### config.mk
export PLATFORM = sky130hd
export DESIGN_NAME = snoop_bus_ctrl
export DESIGN_NICKNAME = d
export VERILOG_FILES = /design/src/rtl/snoop_bus_ctrl.sv
export SDC_FILE = /design/constraint.sdc
export NUM_CORES = 1
export LEC_CHECK = 0
export BUFFER_PORTS_ARGS = -buffer_cell sky130_fd_sc_hd__buf_2
export CAP_MARGIN = 20
export CORE_MARGIN = 5
export CORE_UTILIZATION = 30
export CTS_BUF_LIST = sky130_fd_sc_hd__clkbuf_4
export DETAILED_ROUTE_END_ITERATION = 16
export PLACE_DENSITY_LB_ADDON = 0.2
export SLEW_MARGIN = 20
export SYNTH_ARGS = -nofsm -noshare
export SYNTH_HDL_FRONTEND = slang
export SYNTH_SLANG_ARGS = --single-unit
### constraint.sdc
create_clock -name clk -period 2.1 [get_ports clk]
set_input_delay 0.21 -clock clk [delete_from_list [all_inputs] [get_ports clk]]
set_output_delay 0.21 -clock clk [all_outputs]
set_load 0.02 [all_outputs]
### src/rtl/snoop_bus_ctrl.sv
// MSI snooping-bus controller: round-robin arbitration of N_CPU cache requests,
// snoop-response combining, memory read/flush sequencing and completion return.
module snoop_bus_ctrl #(
  parameter int N_CPU  = 3,
  parameter int ADDR_W = 4,
  parameter int DATA_W = 4
) (
  input  logic                      clk,
  input  logic                      rst_n,
  input  logic [N_CPU-1:0]          req,
  input  logic [2*N_CPU-1:0]        req_op,
  input  logic [ADDR_W*N_CPU-1:0]   req_addr,
  input  logic [DATA_W*N_CPU-1:0]   req_wdata,
  output logic [N_CPU-1:0]          grant,
  output logic                      bus_valid,
  output logic [1:0]                bus_op,
  output logic [ADDR_W-1:0]         bus_addr,
  output logic [$clog2(N_CPU)-1:0]  bus_src,
  input  logic [N_CPU-1:0]          snoop_hit,
  input  logic [N_CPU-1:0]          snoop_dirty,
  input  logic [DATA_W*N_CPU-1:0]   snoop_data,
  output logic                      done,
  output logic [DATA_W-1:0]         resp_data,
  output logic                      resp_shared,
  output logic                      mem_req,
  output logic                      mem_we,
  output logic [ADDR_W-1:0]         mem_addr,
  output logic [DATA_W-1:0]         mem_wdata,
  input  logic [DATA_W-1:0]         mem_rdata,
  input  logic                      mem_ack,
  output logic                      proto_err
);

  localparam int SRC_W = $clog2(N_CPU);

  localparam logic [1:0] OP_BUSRD  = 2'd0;
  localparam logic [1:0] OP_BUSUPG = 2'd2;
  localparam logic [1:0] OP_WB     = 2'd3;

  typedef enum logic [2:0] {S_IDLE, S_BCAST, S_SNOOP, S_MEM, S_DONE} state_t;

  state_t              r_state, w_next_state;
  logic [SRC_W-1:0]    r_rr, r_src, w_win, w_owner;
  logic                w_found;
  logic [1:0]          r_op;
  logic [ADDR_W-1:0]   r_addr;
  logic [DATA_W-1:0]   r_wdata, r_mem_wdata, r_resp_data, w_owner_data;
  logic                r_mem_we, r_resp_shared, r_proto_err;
  logic [N_CPU-1:0]    w_self, w_hit, w_dirty;
  logic                w_shared, w_any_dirty, w_multi_dirty;

  // Round-robin: scan starting just after the last served requester.
  always_comb begin
    w_found = 1'b0;
    w_win   = '0;
    for (int k = 1; k <= N_CPU; k++) begin
      if (!w_found && req[(int'(r_rr) + k) % N_CPU]) begin
        w_found = 1'b1;
        w_win   = SRC_W'((int'(r_rr) + k) % N_CPU);
      end
    end
  end

  always_comb begin
    w_self        = N_CPU'(1) << r_src;
    w_hit         = snoop_hit & ~w_self;
    w_dirty       = snoop_dirty & ~w_self;
    w_shared      = |w_hit;
    w_any_dirty   = 1'b0;
    w_multi_dirty = 1'b0;
    w_owner       = '0;
    for (int i = 0; i < N_CPU; i++) begin
      if (w_dirty[i]) begin
        if (w_any_dirty) w_multi_dirty = 1'b1;
        else             w_owner       = SRC_W'(i);
        w_any_dirty = 1'b1;
      end
    end
    w_owner_data = snoop_data[w_owner*DATA_W +: DATA_W];
  end

  always_comb begin
    w_next_state = r_state;
    case (r_state)
      S_IDLE:  if (w_found) w_next_state = S_BCAST;
      S_BCAST: w_next_state = S_SNOOP;
      S_SNOOP: w_next_state = (r_op == OP_BUSUPG) ? S_DONE : S_MEM;
      S_MEM:   if (mem_ack) w_next_state = S_DONE;
      S_DONE:  w_next_state = S_IDLE;
      default: w_next_state = S_IDLE;
    endcase
  end

  always_ff @(posedge clk or negedge rst_n) begin
    if (!rst_n) begin
      r_state       <= S_IDLE;
      r_rr          <= SRC_W'(N_CPU - 1);
      r_src         <= '0;
      r_op          <= '0;
      r_addr        <= '0;
      r_wdata       <= '0;
      r_mem_we      <= 1'b0;
      r_mem_wdata   <= '0;
      r_resp_data   <= '0;
      r_resp_shared <= 1'b0;
      r_proto_err   <= 1'b0;
    end else begin
      r_state <= w_next_state;
      case (r_state)
        S_IDLE: begin
          if (w_found) begin
            r_src         <= w_win;
            r_op          <= req_op[w_win*2 +: 2];
            r_addr        <= req_addr[w_win*ADDR_W +: ADDR_W];
            r_wdata       <= req_wdata[w_win*DATA_W +: DATA_W];
            r_resp_data   <= '0;
            r_resp_shared <= 1'b0;
          end
        end
        S_SNOOP: begin
          if (w_multi_dirty) r_proto_err <= 1'b1;
          r_resp_shared <= (r_op == OP_BUSRD) && w_shared;
          if (r_op == OP_WB) begin
            r_mem_we    <= 1'b1;
            r_mem_wdata <= r_wdata;
          end else if (w_any_dirty) begin
            // Dirty owner flushes: memory and requester both take its copy.
            r_mem_we    <= 1'b1;
            r_mem_wdata <= w_owner_data;
            r_resp_data <= w_owner_data;
          end else begin
            r_mem_we    <= 1'b0;
            r_mem_wdata <= '0;
          end
        end
        S_MEM: begin
          if (mem_ack && !r_mem_we) r_resp_data <= mem_rdata;
        end
        S_DONE: r_rr <= r_src;
        default: ;
      endcase
    end
  end

  always_comb begin
    grant       = (r_state != S_IDLE) ? (N_CPU'(1) << r_src) : '0;
    bus_valid   = (r_state == S_BCAST);
    bus_op      = bus_valid ? r_op : '0;
    bus_addr    = bus_valid ? r_addr : '0;
    bus_src     = bus_valid ? r_src : '0;
    mem_req     = (r_state == S_MEM);
    mem_we      = mem_req & r_mem_we;
    mem_addr    = mem_req ? r_addr : '0;
    mem_wdata   = mem_we ? r_mem_wdata : '0;
    done        = (r_state == S_DONE);
    resp_data   = done ? r_resp_data : '0;
    resp_shared = done & r_resp_shared;
    proto_err   = r_proto_err;
  end

endmodule
# --- Word-level counts from Yosys, hierarchy flattened ---
# Cells that the tools add are included.
op_classes:
  add_sub_neg: 3
  multipliers: 0
  n_div: 3
  order_cmp: 3
  eq_ne: 11
  shift: 5
  muxes: 48
  bitwise: 5
  n_reduce_logical: 18
ops:
  columns: ["cell", "count"]
  rows:
  - ["$lt A32 B4 Y1 const B", 3]
  - ["$mod A32 B3 Y32 const B", 3]
  - ["$mux W4", 10]
  - ["$shiftx A12 B5 Y4", 3]
  - ["$mux W1", 21]
  - ["$mux W2", 7]
  - ["$mux W3", 4]
  - ["$pmux W3 S4", 1]
  - ["$pmux W4 S3", 1]
  - ["$reduce_and A2 Y1", 4]
  - ["$add A2 B2 Y3 const B", 2]
  - ["$and A3 B3 Y3", 2]
  - ["$bmux W1 S2", 3]
  - ["$eq A3 B2 Y1 const B", 2]
  - ["$ne A2 B2 Y1 const B", 3]
  - ["$reduce_bool A3 Y1", 2]
  - ["$shiftx A6 B4 Y2", 1]
  - ["$reduce_and A5 Y1", 1]
  - ["$eq A2 B2 Y1 const B", 2]
  - ["$logic_and A1 B1 Y1", 4]
  - ["$ne A2 B1 Y1 const B", 2]
  - ["$add A2 B1 Y3 const B", 1]
  - ["$eq A3 B1 Y1 const B", 1]
  - ["$eq A3 B3 Y1 const B", 1]
  - ["9 further kinds", 12]
word_totals:
  ff_bits: 28
  latch_bits: 0
  ramBits: 0
  romBits: 0
  input_bits: 58
  elab_cells: 107
  memories: 0

# --- Logic depth before layout (Yosys ltp) ---
# Gate-level depths: netlist (run 1).
depth:
  word_depth: 14
  depth_mapped: 10

# --- Worst setup path after synthesis (run 1) ---
# Ideal clock, no wire load.
synth_path:
  path_kind: "register to register"
  startpoint: "reg r_rr[1]"
  endpoint: "reg r_resp_data[0]"
  t_arrival_ps: 2067
  path_slack_ps: -92
  path_stages_with_launch: 10
  synth_period_minus_slack_ps: 2192
  cell_sequence: "dfstp_2 -> inv_1 -> ha_1 -> buf_4 -> nand3b_1 -> o21ai_1 -> nor2b_1 -> a31oi_1 -> o21a_2 -> mux2_2"
synth_via:
  elab_chain_len: 14
  word_cells_on_any_way: 24
  classes_between: "3 x add/sub; 3 x div; 1 x eq/ne; 12 x mux; 5 x reduce/logical"
synth_rtl:
  columns: ["item", "line_no", "rtl"]
  rows:
  - ["from (decl)", "43", "logic [SRC_W-1:0] r_rr, r_src, w_win, w_owner;"]
  - ["from (signal assigned)", "97", "r_rr <= SRC_W'(N_CPU - 1);"]
  - ["from (signal assigned)", "139", "S_DONE: r_rr <= r_src;"]
  - ["$add A2 B1 Y3", "57", "if (!w_found && req[(int'(r_rr) + k) % N_CPU]) begin"]
  - ["$mod A32 B3 Y32", "57", null]
  - ["$bmux W1 S2", "57", null]
  - ["$mux W1 (implied by the code) (2 in a row)", "57", null]
  - ["$mux W1", "57", null]
  - ["$logic_not A1 Y1", "57", null]
  - ["$logic_and A1 B1 Y1", "57", null]
  - ["$mux W1", "57", null]
  - ["$logic_not A1 Y1", "57", null]
  - ["$logic_and A1 B1 Y1", "57", null]
  - ["$mux W1 (*)", "57", null]
  - ["$ne A2 B2 Y1 (no source line) (*)", null, null]
  - ["$reduce_and A5 Y1 (no source line) (*)", null, null]
  - ["to (signal assigned)", "130", "r_resp_data <= w_owner_data;"]
  - ["to (signal assigned)", "137", "if (mem_ack && !r_mem_we) r_resp_data <= mem_rdata;"]
  - ["to (decl)", "47", "logic [DATA_W-1:0] r_wdata, r_mem_wdata, r_resp_data, w_owner_data;"]
# Every way passes the cells marked *; elsewhere a longest branch is shown, timed or not. The select of a mux whose other input is x is not followed.
# A chain may end at the register's enable or synchronous reset.

# --- Worst setup path in the final report (run 1) ---
layout_path:
  startpoint: "reg r_rr[1]"
  endpoint: "reg r_resp_data[1]"
# Same word-level chain as after synthesis.

==> results of run 1 <==
==> synth_stat cells (3+ instances only) <==
master | instances | area share (%)
sky130_fd_sc_hd__a32o_1 | 4 | 1.9
sky130_fd_sc_hd__nor2b_1 | 3 | 0.89
sky130_fd_sc_hd__o211ai_1 | 10 | 3.6
sky130_fd_sc_hd__mux2i_1 | 17 | 8.1
sky130_fd_sc_hd__nor3b_1 | 5 | 1.8
sky130_fd_sc_hd__nand3b_1 | 3 | 1.1
sky130_fd_sc_hd__clkbuf_1 | 6 | 1.1
sky130_fd_sc_hd__buf_2 | 3 | 0.71
sky130_fd_sc_hd__dfrtp_1 | 27 | 32
sky130_fd_sc_hd__and2_1 | 18 | 5.3
sky130_fd_sc_hd__a31oi_1 | 3 | 0.89
sky130_fd_sc_hd__nand2_1 | 30 | 5.3
sky130_fd_sc_hd__or3_1 | 4 | 1.2
sky130_fd_sc_hd__nand2b_1 | 5 | 1.5
sky130_fd_sc_hd__nand3_1 | 16 | 3.8
sky130_fd_sc_hd__and3_1 | 4 | 1.2
sky130_fd_sc_hd__o21ai_1 | 10 | 2.4
sky130_fd_sc_hd__ha_1 | 4 | 2.4
sky130_fd_sc_hd__inv_1 | 6 | 1.1
sky130_fd_sc_hd__buf_4 | 5 | 1.8
sky130_fd_sc_hd__nor2_1 | 8 | 1.4
sky130_fd_sc_hd__mux2_2 | 3 | 1.6
sky130_fd_sc_hd__o21ai_0 | 7 | 1.7
sky130_fd_sc_hd__a21oi_1 | 7 | 1.7
sky130_fd_sc_hd__nor3_1 | 4 | 0.95
sky130_fd_sc_hd__a22oi_1 | 4 | 1.4
==> layer usage <==
layer	GRT usage [%]	vias to the layer above
met3	3.29	11
met1	19.4	1057
met2	24.5	70
met4	4.93	0
met5	0	-
li1	-	1105
==> power breakdown <==
| part | total [mW] | switching [mW] | internal [mW] |
|---|---|---|---|
| registers | 1.05 | 0.262 | 0.792 |
| logic | 3.57 | 1.79 | 1.78 |
| clock network | 0.242 | 0.172 | 0.0702 |
==> critical path: stages (launching register included) <==
cell and delay [ns]:
sky130_fd_sc_hd__dfstp_2 0.62, sky130_fd_sc_hd__inv_4 0.06, sky130_fd_sc_hd__ha_4 0.19, sky130_fd_sc_hd__mux2i_2 0.15, sky130_fd_sc_hd__o21ai_2 0.21, sky130_fd_sc_hd__nor2b_2 0.10
sky130_fd_sc_hd__a31oi_2 0.17, sky130_fd_sc_hd__o21a_2 0.25, sky130_fd_sc_hd__mux2_4 0.31
==> cell families (layout without fill, tap and decap cells) <==
logic type,after synthesis,count (layout),synth area share (%)
flops,28,28,33.2
buf+inv,22,130,5.69
compound gates,65,65,22.0
simple gates,104,104,26.5
mux,21,21,10.2
fa+ha+maj,4,4,2.37
==> cell type report <==
type | count | area (µm²)
Fill cell | 716 | 3780
Tap cell | 96 | 120
Clock inverter | 1 | 3.75
Multi-Input combinational cell | 194 | 1450
Timing Repair Buffer | 120 | 724
Inverter | 6 | 25.0
Clock buffer | 3 | 22.5
Sequential cell | 28 | 703
==> registers in the layout, indices dropped and copies added (netlist names) <==
signal and flops:
r_resp_data 4, proto_err 1, r_addr 4, r_wdata 4
r_op 2, r_state 3, r_src 2, r_mem_wdata 4
r_rr 2, r_mem_we 1, r_resp_shared 1
==> timing repair <==
item,in CTS,in global routing
endpoints found under the setup margin,16,21
hold endpoints to repair,27,0
resized for setup,20,19
buffers inserted,3,2
pin swaps,4,15
hold buffers,1,0
gates cloned,1,0
==> final timing paths <==
check,start,endpoint,slack [ns]
max reg2reg,r_rr[1],r_resp_data[1],-0.08
max,r_rr[1],r_resp_data[1],-0.08
min reg2reg,r_resp_data[3],r_resp_data[3],0.52
min,req_addr[8],r_addr[0],0.1
max in group asynchronous,rst_n,r_state[0],1.26
min in group asynchronous,rst_n,r_state[2],0.39
==> through the flow <==
step / total power [mW] / utilization [%] / setup WS (ns) / hold slack [ns]
finish: 4.87 / 44.6 / -0.0826 / 0.0967
global placement: 4.07 / 40.9 / -0.0827 / 0.279
floorplan: 3.05 / - / 0.00594 / -0.0856
detailed placement: 4.08 / 40.9 / -0.117 / 0.281
global route: 5.24 / 44.6 / -0.151 / 0.103
CTS: 4.61 / 43.1 / -0.0423 / 0.0899
==> results summary, run 1 <==
The flow ran to the end, but the final reports show violations. The checks that failed: setup timing. The count of placed standard cells including taps came out at 437. The chip width is 93.9 µm. Compared with the post-synthesis result, the final layout area differs by 44.3%. The critical path in this run is classified as register to register.

The pin count of the biggest net entering global routing came out at 29. The cell depth of the worst flop-to-flop path is 8. The routed length on met1 came out at 2930 µm.

The shortest period the worst path allows came out at 2.18 ns. The number of H-tree branching levels came out at 1. Summed over all nets, wire length on met2 after detailed routing comes to 3280 µm. The number of antenna repair diodes is 0. The via count of the first global-routing pass came out at 2224. For this run, asynchronously set or reset flops after synthesis account for 100%. The CTS tree is yes. Yosys mapped the design onto 50 distinct sky130hd cell types. The clock skew after layout came out at 0.00992 ns.

The number of nets in the final layout came out at 415. The wire length of the first global-routing pass is 10500 µm. The reported max-cap violation count came out at 0.

Port buffering added 86 buffers. The count of cells along the worst hold path is 3. The number of antenna violations at the first check in global routing is 0. VDD sags by at most 613 µV. The number of nets still failing antenna checks after routing came out at 0.

The final instance area is 0.00305 mm². Detailed routing inserted a total of 2243 vias. The first-pass detailed-route iteration total came out at 4.

The starting density of the core came out at 30.9%. The number of flops mapped to enable cells by yosys is 0. For this block, the initial DRC count from the detailed router was 84. In the layout the commonest cells are sky130_fd_sc_hd__buf_2, sky130_fd_sc_hd__nand2_1, sky130_fd_sc_hd__dfrtp_1, sky130_fd_sc_hd__buf_4, sky130_fd_sc_hd__and2_1. The predominant post-synthesis flop cell is sky130_fd_sc_hd__dfrtp_1. The netlist area before placement came out at 0.00211 mm².

The number of buffers between clock root and the deepest sink is 2. The die area came out at 0.00882 mm². The achievable clock frequency came out at 458 MHz. In the final layout, the share of cells above drive strength 1 is 44.9%. Leaving out fill and tap cells, the most frequent cell in the layout is sky130_fd_sc_hd__buf_2.

The post-detailed-route wirelength per cell came out at 15.1 µm. The final instance count without filler cells is 448. After detailed routing, no signal wire sits above met4. For this design the ratio of total power to cell area is 1600 mW/mm². The met3 layer wire length in the routed design came out at 439 µm. In the post-route analysis, the smallest setup slack over all paths is -0.0826 ns. The cell leakage power is 1.47 nW. The headroom to the max-slew limit came out at 56.9%. After layout, the worst path uses 104% of the clock period. The sort of element at the end of the critical path is a register.

STA classifies the critical path startpoint as a register. After detailed routing, the total wire length is 6780 µm. The average vias per placed instance is 5.01.

The synthesized design contains 28 register bits. The worst hold path class is primary input to register. The routability congestion estimate from global placement came out at 0.856. In this run the standard cell core region covers 0.00683 mm². The final count of negative-setup-slack endpoints is 13. The number of slew-limit violations in the final report is 0.

The global-route total usage across every layer came out at 14.9%. The mean instance size in the synthesized netlist is 8.66 µm². The required time of the worst setup path came out at 2.34 ns.

The post-CTS clock slew at the launch and capture registers of the worst setup and hold paths came out at 0.16 ns. At the pin with the least slew margin, the transition time is 0.646 ns. Setup repair after global routing could not meet its margin everywhere. The die extent in y came out at 93.9 µm. The total nets after synthesis came out at 306.

The sequential area share after synthesis is 33.2%. In this run the worst path has a maximum fanout of 7. The total CTS buffers came out at 3. The count of clock tree sinks came out at 28.

The root buffer cell chosen for the clock tree is sky130_fd_sc_hd__clkbuf_4. The source-to-sink clock delay at the later pin of the worst-skew pair is 0.35 ns. The I/O pin count came out at 87. Data on the critical path arrives at its endpoint at 2.43 ns. The count of yosys warnings during synthesis is 0.

The number of endpoints with negative hold slack in the final report came out at 0. The number of placement rows came out at 30. The summed negative setup slack over all endpoints came out at -0.511 ns.

For this run the aggregate overflow at the end of global routing stands at 0. The detailed placement HPWL is 5020 µm. The DRC violation count after routing is 0. The cell area reported after detailed placement came out at 0.00279 mm². Synthesis produced 244 cells.
(Power assumes the default switching activity.)
==> run 2, diff against run 1 <==
--- a/config.mk
+++ b/config.mk
@@ -16,3 +16,4 @@
 export SYNTH_ARGS = -nofsm -noshare
 export SYNTH_HDL_FRONTEND = slang
 export SYNTH_SLANG_ARGS = --single-unit
+export TNS_END_PERCENT = 50
==> run 2 against run 1 <==
The run still ends with setup timing left; sequential power hardly changed; register-to-register slack hardly changed; clock skew is 0.0014 ns higher; flip-flop and latch count stayed put; via count is 0.36% lower; utilization is 0.11 points lower.
==> results summary, run 2 (synthesis gave the netlist of run 1 again) <==
Entering global routing, the biggest net connects 29 pins. The via count of the first global-routing pass came out at 2222. Setup repair after global routing could not meet its margin everywhere.

The number of buffers and inverters on the critical path is 1. The share of final-layout standard cells stronger than drive strength 1 came out at 44.7%. The cell leakage power is 1.46 nW. The number of antenna repair diodes is 0. The total of fill cells in the finished design came out at 717.

The required time of the worst setup path came out at 2.34 ns. In the final layout, the multi-input gates occupy 0.00145 mm². Along the worst hold path, the cell count comes to 3. After clock tree synthesis, the clock-pin slew on the worst setup and hold paths is 0.16 ns. CTS placed an instance of sky130_fd_sc_hd__clkbuf_4 at the clock tree root. The final count of negative-setup-slack endpoints is 13. On the final layout, the worst clock skew is 0.0114 ns. On the worst path, the slowest cell contributes a delay of 0.62 ns.

The total CTS buffers came out at 3. The power per standard cell area came out at 1590 mW/mm². The final layout contains 414 nets. The starting density of the core came out at 30.9%.

The core outline area is 0.00683 mm². The number of antenna violations at the first check in global routing came to 0. STA classifies the critical path endpoint as a register. The final cycle utilization of the critical path is 104%. The worst-case IR drop observed on VDD is 616 µV. The minimum setup slack in the final design is -0.0813 ns. Across all register-to-register paths, the minimum setup slack is -0.08 ns.

The tightest min-delay check is of the primary input to register type. The achievable clock frequency came out at 458 MHz. The final instance area is 0.00304 mm². The global route total overflow came out at 0.

The maximum fanout encountered on the critical timing path is 8. In this run the number of H-tree levels came out at 1. The global-route total usage across every layer came out at 14.8%. Grouping stages by cell kind, the critical path spends the most delay in flip-flops.

The cell count along the critical path came out at 8. The library cell used most frequently in the layout, excluding fill and tap cells, is sky130_fd_sc_hd__buf_2. The number of buffers added on ports came out at 86.

The chip width is 93.9 µm. On the critical path, the stage with the largest delay is an instance of sky130_fd_sc_hd__dfstp_2. The library cells used most frequently in the layout, excluding fill and tap cells, are sky130_fd_sc_hd__buf_2, sky130_fd_sc_hd__nand2_1, sky130_fd_sc_hd__dfrtp_1, sky130_fd_sc_hd__buf_4, sky130_fd_sc_hd__and2_1. By startpoint and endpoint, the worst setup path is classified as register to register. TritonCTS built the clock tree. The starting DRC count in detailed routing is 91. The die extent in y came out at 93.9 µm.

The die covers 0.00882 mm². The number of nets still failing antenna checks after routing came out at 0. The number of buffers between clock root and the deepest sink is 2.

The number of placement rows came out at 30. The I/O pin count came out at 87. The count of placed standard cells including taps came out at 437. Before antenna repair, the detailed router went through 4 iterations.

STA classifies the critical path startpoint as a register. Excluding fillers, the count of instances in the completed layout stands at 447. The shortest period the worst path allows is 2.18 ns. The average vias per placed instance is 5.00. The post-detailed-route wirelength per cell is 15.0 µm.

The number of endpoints with negative hold slack in the final report was 0. The cell depth of the worst flop-to-flop path is 8. The area overhead of the layout relative to synthesis came out at 43.9%. The number of slew-limit violations in the final report came out at 0.

The total wire length after detailed routing is 6710 µm. The cell area reported after detailed placement came out at 0.00279 mm². The checks that failed: setup timing.

The wire-length estimate of the detail-placed layout is 5020 µm. The wire length of the first global-routing pass is 10400 µm. Measured on the finished design, the core utilization comes to 44.5%. The tool flagged a number of max-cap violations equal to 0. At the later pin of the worst-skew pair, clock insertion delay measures 0.35 ns.

The final-layout worst hold slack came out at 0.0966 ns. The critical path goes through inv_4 > ha_4 > mux2i_2 > o21ai_2 > nor2b_2 > a31oi_2 > o21a_2 > mux2_4. The run finished, with violations left. The transition at the pin with the smallest max-transition slack came out at 0.646 ns. The area occupied by registers came out at 703 µm². The routed via count came out at 2235. The routability congestion estimate from global placement is 0.856.

The count of clock tree sinks came out at 28. For this run, design rule violations remaining after detail routing come to 0. The critical path arrival came out at 2.42 ns. In this run the tightest slew margin relative to its limit is 56.9%.
==> run 2: worst paths after layout <==
check / to / from
max: r_resp_data[1] / r_rr[1]
min: r_addr[0] / req_addr[8]
max reg2reg: r_resp_data[1] / r_rr[1]
min reg2reg: r_resp_data[3] / r_resp_data[3]
max in group asynchronous: r_state[0] / rst_n
min in group asynchronous: r_state[2] / rst_n
==> run 2: metal layers <==
metal	global-route usage, %	vias up	wire (µm)
met1	19.3	1057	2910
met4	4.69	0	119
met5	0	-	0
li1	-	1106	-
met2	24.5	63	3240
met3	3.21	9	434
==> run 2: timing repair <==
action,in CTS,in global routing
gates cloned,1,0
hold endpoints to repair,27,0
resized for setup,20,19
setup buffers,2,2
hold buffers,1,0
pin swaps,4,15
setup endpoints to repair,16,21
==> run 2: final cells by class <==
cell class | instances | area share (%)
Clock buffer | 3 | 0.741
Clock inverter | 1 | 0.124
Inverter | 6 | 0.823
Multi-Input combinational cell | 194 | 47.6
Sequential cell | 28 | 23.1
Tap cell | 96 | 3.95
Timing Repair Buffer | 119 | 23.6
==> run 2: stage by stage <==
step / setup slack (ns) / total power [mW] / TNS (ns)
5_1_grt: -0.151 / 5.22 / -1.78
2_1_floorplan: 0.00594 / 3.05 / 0
3_3_place_gp: -0.0827 / 4.07 / -0.546
4_1_cts: -0.0453 / 4.59 / -0.279
3_5_place_dp: -0.117 / 4.08 / -0.837
6_report: -0.0813 / 4.84 / -0.531
==> run 2: worst reg2reg max path: stages, from the launching register on <==
cell	delay [ns]
sky130_fd_sc_hd__dfstp_2	0.62
sky130_fd_sc_hd__inv_4	0.07
sky130_fd_sc_hd__ha_4	0.19
sky130_fd_sc_hd__mux2i_2	0.16
sky130_fd_sc_hd__o21ai_2	0.20
sky130_fd_sc_hd__nor2b_2	0.10
sky130_fd_sc_hd__a31oi_2	0.17
sky130_fd_sc_hd__o21a_2	0.25
sky130_fd_sc_hd__mux2_4	0.31
==> run 2: power breakdown <==
group | leakage, nW | internal (mW) | switching [mW]
registers | 0.346 | 0.792 | 0.263
logic | 1.10 | 1.77 | 1.77
clock network | 0.0154 | 0.0701 | 0.172
==> run 3, diff against run 2 <==
--- a/config.mk
+++ b/config.mk
@@ -12,7 +12,7 @@
 export CTS_BUF_LIST = sky130_fd_sc_hd__clkbuf_4
 export DETAILED_ROUTE_END_ITERATION = 16
 export PLACE_DENSITY_LB_ADDON = 0.2
-export SLEW_MARGIN = 20
+export REMOVE_ABC_BUFFERS = 1
 export SYNTH_ARGS = -nofsm -noshare
 export SYNTH_HDL_FRONTEND = slang
 export SYNTH_SLANG_ARGS = --single-unit
==> run 3 against run 2 <==
The flow still finishes with violations (setup timing); register-to-register slack improved by 0.06 ns; cell area fell by 0.58%; global-route usage rose by 0.11 points; die area did not move; first-iteration DRC count rose by 15%; critical path depth rose by 1; count of clock-buffer cells in the layout did not move; sequential share of layout area rose by 0.18 points; utilization fell by 0.26 points; largest cell class unchanged.
==> results summary, run 3 (synthesis gave the netlist of run 1 again) <==
The die extent in y is 93.9 µm. The routability congestion estimate from global placement came out at 0.865. The final count of negative-setup-slack endpoints came out at 7.

The run finished, with violations left. IR analysis of the VDD net gives a maximum drop of 464 µV. Setup repair after global routing could not meet its margin everywhere. For the pin with the worst max-slew slack, the measured transition is 0.610 ns.

The final instance area is 0.00302 mm². The number of H-tree branching levels is 1. The number of slew-limit violations in the final report is 0.

The cell sitting at the root of the clock tree is a sky130_fd_sc_hd__clkbuf_4. The power per standard cell area is 1600 mW/mm². The number of antenna repair diodes came out at 0. The die area came out at 0.00882 mm². The final cycle utilization of the critical path is 101%.

The worst slack at placement is -0.102 ns. The via count of the first global-routing pass came out at 2261. During I/O placement, the number of pins put on the boundary was 87. The achievable clock frequency came out at 472 MHz. The starting density of the core came out at 30.9%. Setup total negative slack on the finished layout was measured at -0.0688 ns. The worst setup path is of the register to register kind. The checks that failed: setup timing.

The fraction of the core area covered by cells at the end of the flow came out at 44.2%. The headroom to the max-slew limit came out at 59.4%. Summed over all cells, the static leakage comes to 1.47 nW.

Max-cap violations in this run came to 0. The global route total overflow came out at 0. The number of antenna violations at the first check in global routing is 0. On the worst path, the slowest cell contributes a delay of 0.62 ns. The clock skew after layout is 0.00831 ns. The initialized floorplan defines 30 standard-cell rows.

Grouping stages by cell kind, the critical path spends the most delay in flip-flops. The post-detailed-route wirelength per cell came out at 14.9 µm. The area overhead of the layout relative to synthesis came out at 43.1%. The number of buffers between clock root and the deepest sink came out at 2. The total CTS buffers is 3.

The global-route total usage across every layer is 15.0%. The commonest non-fill, non-tap cell in the layout is sky130_fd_sc_hd__buf_2. The starting DRC count in detailed routing is 105. In the routed design, unresolved DRC markers number 0.

The total wire length after detailed routing came out at 6650 µm. Data on the critical path arrives at its endpoint at 2.35 ns. The path class of the tightest hold or removal check is primary input to register.

Measured along the x axis, the die boundary spans 93.9 µm. The post-layout total power came out at 4.84 mW. The minimum setup slack in the final design is -0.0206 ns. The number of buffers and inverters on the critical path came out at 3. The source-to-sink clock delay at the later pin of the worst-skew pair came out at 0.33 ns.

By instance count, the cell type seen most on the critical path is sky130_fd_sc_hd__mux2i_1. The maximum fanout encountered on the critical timing path is 10. For this run, the post-layout net count is 414. The routed layout has 2191 vias. The CTS tree is yes. The first-pass detailed-route iteration total came out at 4.

Hold timing on the final database bottoms out at a slack of 0.115 ns. The count of placed standard cells including taps is 440. The core outline area is 0.00683 mm². The number of nets still failing antenna checks after routing is 0. At the worst endpoint, the required time is 2.33 ns. Subtracting the final worst setup slack from the clock period gives 2.12 ns.

The wire-length estimate of the detail-placed layout is 5200 µm. The share of final-layout standard cells stronger than drive strength 1 is 42.5%. The launching element type of the critical path is a register. The library cells used most frequently in the layout, excluding fill and tap cells, are sky130_fd_sc_hd__buf_2, sky130_fd_sc_hd__nand2_1, sky130_fd_sc_hd__buf_4, sky130_fd_sc_hd__dfrtp_1, sky130_fd_sc_hd__and2_1. The count of clock tree sinks came out at 28.

The post-CTS clock slew at the launch and capture registers of the worst setup and hold paths is 0.16 ns. The cell area reported after detailed placement came out at 0.00282 mm². The number of endpoints with negative hold slack in the final report is 0. The number of buffers added on ports is 86.

The wire length of the first global-routing pass is 10700 µm. STA classifies the critical path endpoint as a register. Traced cell by cell, the critical path runs through inv_4 > ha_4 > mux2i_1 > o21ai_1 > buf_4 > o31a_1 > buf_12 > mux2i_1 > o211ai_1. The pin count of the biggest net entering global routing came out at 29. After the flow finishes, the layout carries non-filler instances totaling 447. The largest individual stage delay along the critical path comes from the cell sky130_fd_sc_hd__dfstp_2. The average vias per placed instance came out at 4.90.
==> run 3: changes by cell type in the layout (fill, tap and decap cells not counted), sizes merged <==
cell	delta
bufinv	+1
clkinv	-1
==> run 3: path summary, 6_finish.rpt <==
kind,startpoint,to,slack [ns],depth (start not counted)
worst min-delay path,req_addr[11],r_addr[3],0.12,3
worst max-delay path,r_rr[1],r_op[1],-0.02,9
min in group asynchronous,rst_n,r_resp_data[3],0.40,2
max in group asynchronous,rst_n,r_state[0],1.28,2
worst min register to register,proto_err,proto_err,0.49,1
worst max register to register,r_rr[1],r_op[1],-0.02,9
==> run 3: report_power, final <==
| part | total [mW] | leakage [nW] | internal, mW | switching [mW] |
|---|---|---|---|---|
| clock | 0.362 | 0.0279 | 0.193 | 0.169 |
| combinational | 3.44 | 1.10 | 1.70 | 1.73 |
| sequential | 1.04 | 0.345 | 0.794 | 0.250 |
==> run 3: layer usage <==
| metal | up-vias | global-route usage [%] | routed length [µm] |
|---|---|---|---|
| li1 | 1095 | - | - |
| met1 | 1029 | 20.8 | 3180 |
| met2 | 65 | 24.6 | 3020 |
| met3 | 2 | 2.56 | 416 |
| met4 | 0 | 2.53 | 31 |
| met5 | - | 0 | 0 |
==> run 3: worst reg2reg max path, stage by stage, from the launching register on <==
cell and delay, ns:
sky130_fd_sc_hd__dfstp_2 0.62, sky130_fd_sc_hd__inv_4 0.06, sky130_fd_sc_hd__ha_4 0.17, sky130_fd_sc_hd__mux2i_1 0.15, sky130_fd_sc_hd__o21ai_1 0.11, sky130_fd_sc_hd__buf_4 0.15, sky130_fd_sc_hd__o31a_1 0.30, sky130_fd_sc_hd__buf_12 0.16
sky130_fd_sc_hd__mux2i_1 0.18, sky130_fd_sc_hd__o211ai_1 0.10
==> run 3: repair_timing <==
action / 4_1_cts / 5_1_grt
hold endpoints to repair: 27 / 0
gates resized for setup: 12 / 16
setup endpoints to repair: 15 / 17
pin swaps: 4 / 7
setup buffers: 1 / 1
hold buffers: 1 / 0
==> run 3: final cells by class <==
class                      instances  area, µm²
clock buffer                       3       22.5
sequential                        28        704
fill                             691       3810
timing repair buffer             119        721
inverter                           6       25.0
tap                               96        120
multi-input combinational        194       1400
clock inverter                     1       30.0
